[src/rtl/display_scan_ctrl.sv]
`default_nettype none
// ============================================================================
// Module   : display_scan_ctrl
// Brief    : Self-timed multi-digit 7-segment scan controller with frame-
//            synchronous double-buffered data, ghost blanking, enable, blink.
// Revision : 1.0  initial release
// ============================================================================
module display_scan_ctrl #(
    parameter int DIGITS       = 8,
    parameter int SCAN_DIV     = 50000,
    parameter int BLANK_CYC    = 500,
    parameter int BLINK_FRAMES = 64
) (
    input  logic                      clk,
    input  logic                      rst_n,
    input  logic [4*DIGITS-1:0]       hexs,
    input  logic [DIGITS-1:0]         points,
    input  logic [DIGITS-1:0]         digit_en,
    input  logic [DIGITS-1:0]         blink,
    input  logic                      freeze,
    output logic [3:0]                hex,
    output logic                      p,
    output logic                      le,
    output logic [DIGITS-1:0]         an,
    output logic [$clog2(DIGITS)-1:0] scan,
    output logic                      frame_start
);

    localparam int SW = $clog2(DIGITS);
    localparam int DW = $clog2(SCAN_DIV);
    localparam int FW = (BLINK_FRAMES > 1) ? $clog2(BLINK_FRAMES) : 1;

    localparam logic [DW-1:0] DIV_LAST  = DW'(SCAN_DIV - 1);
    localparam logic [DW-1:0] BLANK_END = DW'(BLANK_CYC);
    localparam logic [SW-1:0] SCAN_LAST = SW'(DIGITS - 1);
    localparam logic [FW-1:0] FRM_LAST  = FW'(BLINK_FRAMES - 1);

    logic [DW-1:0]         div_q,      div_d;
    logic [SW-1:0]         scan_q,     scan_d;
    logic [FW-1:0]         frm_q,      frm_d;
    logic                  ph_q,       ph_d;
    logic                  started_q;
    logic [4*DIGITS-1:0]   sh_hexs_q,  sh_hexs_d;
    logic [DIGITS-1:0]     sh_pts_q,   sh_pts_d;
    logic [DIGITS-1:0]     sh_en_q,    sh_en_d;
    logic [DIGITS-1:0]     sh_blk_q,   sh_blk_d;

    logic slot_end;
    logic frame_end;
    logic lit;

    always_comb begin
        slot_end  = (div_q == DIV_LAST);
        frame_end = slot_end && (scan_q == SCAN_LAST);

        div_d     = slot_end ? '0 : div_q + 1'b1;
        scan_d    = scan_q;
        frm_d     = frm_q;
        ph_d      = ph_q;
        sh_hexs_d = sh_hexs_q;
        sh_pts_d  = sh_pts_q;
        sh_en_d   = sh_en_q;
        sh_blk_d  = sh_blk_q;

        if (slot_end) begin
            scan_d = (scan_q == SCAN_LAST) ? '0 : scan_q + 1'b1;
        end

        // Shadow data only moves at the frame wrap so a frame never mixes old and new digits.
        if (frame_end) begin
            if (frm_q == FRM_LAST) begin
                frm_d = '0;
                ph_d  = ~ph_q;
            end else begin
                frm_d = frm_q + 1'b1;
            end
            if (!freeze) begin
                sh_hexs_d = hexs;
                sh_pts_d  = points;
                sh_en_d   = digit_en;
                sh_blk_d  = blink;
            end
        end
    end

    always_ff @(posedge clk or negedge rst_n) begin
        if (!rst_n) begin
            div_q     <= '0;
            scan_q    <= '0;
            frm_q     <= '0;
            ph_q      <= 1'b0;
            started_q <= 1'b0;
            sh_hexs_q <= '0;
            sh_pts_q  <= '0;
            sh_en_q   <= '0;
            sh_blk_q  <= '0;
        end else begin
            div_q     <= div_d;
            scan_q    <= scan_d;
            frm_q     <= frm_d;
            ph_q      <= ph_d;
            started_q <= 1'b1;
            sh_hexs_q <= sh_hexs_d;
            sh_pts_q  <= sh_pts_d;
            sh_en_q   <= sh_en_d;
            sh_blk_q  <= sh_blk_d;
        end
    end

    // The first BLANK_CYC cycles of each slot keep all anodes dark to hide ghosting.
    always_comb begin
        lit         = (div_q >= BLANK_END) && sh_en_q[scan_q] && !(sh_blk_q[scan_q] && ph_q);
        an          = lit ? ~(DIGITS'(1) << scan_q) : '1;
        le          = lit;
        hex         = sh_hexs_q[{scan_q, 2'b00} +: 4];
        p           = sh_pts_q[scan_q] & lit;
        scan        = scan_q;
        frame_start = started_q && (scan_q == '0) && (div_q == '0);
    end

endmodule
`default_nettype wire

[config.mk]
export PLATFORM = sky130hd
export DESIGN_NAME = display_scan_ctrl
export DESIGN_NICKNAME = d
export VERILOG_FILES = /design/src/rtl/display_scan_ctrl.sv
export SDC_FILE = /design/constraint.sdc
export NUM_CORES = 1
export LEC_CHECK = 0
export ABC_AREA = 0
export BUFFER_PORTS_ARGS = -buffer_cell sky130_fd_sc_hd__buf_2
export CAP_MARGIN = 20
export CORE_MARGIN = 3
export CORE_UTILIZATION = 30
export DETAILED_ROUTE_END_ITERATION = 16
export PLACE_DENSITY = 0.47
export SETUP_SLACK_MARGIN = 0.15
export SYNTH_ARGS = -nofsm -noshare
export SYNTH_HDL_FRONTEND = slang
export SYNTH_SLANG_ARGS = --single-unit
[constraint.sdc]
create_clock -name clk -period 5.3 [get_ports clk]
set_input_delay 0.53 -clock clk [delete_from_list [all_inputs] [get_ports clk]]
set_output_delay 0.53 -clock clk [all_outputs]
set_load 0.1 [all_outputs]
==> flow_summary.ini <==
[cts]
numClockSinks = 83
cts_buffers = 9
clk_latency_ns = 0.34
htree_levels = 3
path_clk_slew_ns = 0.06
clockBufferDepth = 2
cts_resized = 0
cts_tree = done
post_cts_buffers = 0
clockRootBuffer = clkbuf_16
postCtsHoldBufs = 0

[route]
vias = 2705
detail_route.first_pass.iterations = 4
viasPerCell = 4.73
wl_met2_um = 4060
drt-initial-drc-count = 173
m1WireLength_um = 4510
final_antenna_net_count = 0
highest_layer = met4
route.met3.wl_um = 413
wl_per_cell_um = 16.1
routed_wl_um = 9200
route.detailed.drc = 0

[finish]
layout-drive-gt1-share_pct = 42.7
multi_input_area_mm2 = 0.00202
final_cell_area_mm2 = 0.00506
n_antenna_cell = 0
n_fill_cell = 1341
seq_area_mm2 = 0.00208
area_growth_pct = 18.3
nets = 459

[logic_synthesis]
synthTopCellsByCount = 83 x dfrtp_1, 40 x mux2_4, 23 x nand2_1
yosysWarnings = 0
synth_top_family_by_area = multiplexers
synth_most_common_cell = dfrtp_1
yosys_most_used_dff = dfrtp_1
yosys.area_share.adder_pct = 2.64
synth-compound-area-share_pct = 2.37
syn-num-nets = 386
synth_area_leaders = dfrtp_1 49%, mux2_4 14%, mux4_2 5.3%
async_flop_share_pct = 100
synth_top_area_cell = dfrtp_1
synthCells = 318
synth_edf_count = 0
ys_ff_latch = 83
synthesis.area_mm2 = 0.00427
synth-seq-area-share_pct = 48.6
synth_cell_type_count = 45
syn_area_per_cell_um2 = 13.4
synthXorXnorAreaFrac_pct = 3.28
synth_top_area_share_pct = 48.6
synth-simple-area-share_pct = 13.1
yosys-mux-area-fraction_pct = 25.7

[floorplanning]
rows = 42
dieArea_mm2 = 0.0157
core_area_mm2 = 0.0136
initial_core_util_pct = 31.5
io_pins = 77
die_w_um = 125
die_y_um = 125

[timing]
hold_viol = 0
post-route-min-period_ns = 3.77
drv_slew = 0
hold_slack_ns = 0.0790
fmax_mhz = 266
skew_ns = 0.00637
rsz0062_at_grt = no
worstMarginPinSlew_ns = 1.06
min_period_over_period_pct = 71.1
finalSetupTns_ns = 0
setup_viol = 0
max_slew_margin_pct = 28.8

[grt]
grt_pass1_vias = 2846
gr-total-overflow = 0
antenna_found_initial = 0
grt_max_degree = 84
grt_pass1_wl_um = 15100
track_usage_pct = 12.2

[placed_design]
dp.final_hpwl_um = 6310
place_area_mm2 = 0.00474
place_congestion = 0.767
io_buffers = 76

[flow_run]
cap_violations = 0

[power_and_ir_drop]
irDropWorstVdd_mv = 0.139
p_per_area_mw_per_mm2 = 272
power.total_uw = 1370
leakagePower_uw = 0.00232

[critical_path]
end_kind = primary output
crit_path_start_kind = flop
crit_arrival_ns = 3.24
path_max_fanout = 19
cp.required_ns = 4.77
worst-setup-path-type = flop to primary output

[min_path]
hp-class = primary input to async pin

[outcome]
outcome = finished, final reports clean
[logic make-up (layout without fill, tap and decap cells)]
group | Yosys count | after routing
and+or+nand+nor | 95 | 95
DFF | 83 | 83
adders and majority gates | 9 | 9
buffers and inverters | 23 | 101
other | 1 | 1
AOI/OAI and AO/OA | 16 | 16
muxes | 75 | 75
xor gates and xnor gates | 16 | 16
[per-layer routing]
layer | vias up | global-route usage [%]
met3 | 14 | 3.33
li1 | 1293 | -
met1 | 1336 | 16.6
met2 | 62 | 18.0
met4 | 0 | 5.99
met5 | - | 0
[worst max-delay path, stage by stage (launching register included)]
cell and delay (ns):
dfrtp_1 0.96, or3b_2 0.25, o32ai_1 0.07, nor3_1 0.89, and3_1 0.28, buf_2 0.43
[sequential cells by signal (all words and copies together) (netlist names)]
register	cells
ph_q	1
started_q	1
sh_blk_q	8
sh_pts_q	8
sh_en_q	8
scan	3
sh_hexs_q	32
frm_q	6
div_q	16
[power breakdown]
group	internal, uW	switching, uW
logic	49.9	41.5
registers	656	13.0
clock network	369	246
total	1070	300
[layout by cell type, fill, tap and decap left out, drive strengths merged, types with 3 or more instances in the layout]
master	count
mux2	59
nor3	5
buf	78
xnor2	9
mux4	10
and4	3
nand3	15
nor4	6
mux2i	6
dfrtp	83
xor2	7
ha	9
inv	6
and3	4
nand4	13
o21ai	5
clkbuf	15
nor2	15
a31oi	3
nand2	23
[stage by stage]
step	utilization, %	setup WS [ns]	std cells
after floorplan	-	1.31	318
after CTS	37.1	1.46	571
after global placement	34.9	1.94	555
after global routing	37.3	1.30	572
after detailed placement	34.9	1.86	555
final	37.3	1.53	572
[worst paths after layout]
kind / start / to / slack (ns) / depth (start not counted)
worst max-delay path: scan[0]$_DFFE_PN0N_ / le / 1.53 / 5
worst min-delay path: rst_n / sh_blk_q[5]$_DFFE_PN0P_ / 0.08 / 1
worst max register to register: scan[0]$_DFFE_PN0N_ / sh_blk_q[0]$_DFFE_PN0P_ / 1.99 / 6
worst min register to register: frm_q[4]$_DFFE_PN0N_ / frm_q[4]$_DFFE_PN0N_ / 0.47 / 1
max in group asynchronous: rst_n / div_q[13]$_DFF_PN0_ / 4.61 / 2
min in group clk: points[1] / sh_pts_q[1]$_DFFE_PN0P_ / 0.42 / 2
[area by class of cell]
| class | instances | share of cell area [%] |
|---|---|---|
| Sequential cell | 83 | 41.1 |
| Multi-Input combinational cell | 212 | 40.0 |
| Timing Repair Buffer | 78 | 8.27 |
| Clock buffer | 15 | 5.69 |
| Tap cell | 176 | 4.36 |
| Inverter | 7 | 0.520 |
| Clock inverter | 1 | 0.0990 |
No activity file was read; power rests on OpenSTA's default activity.
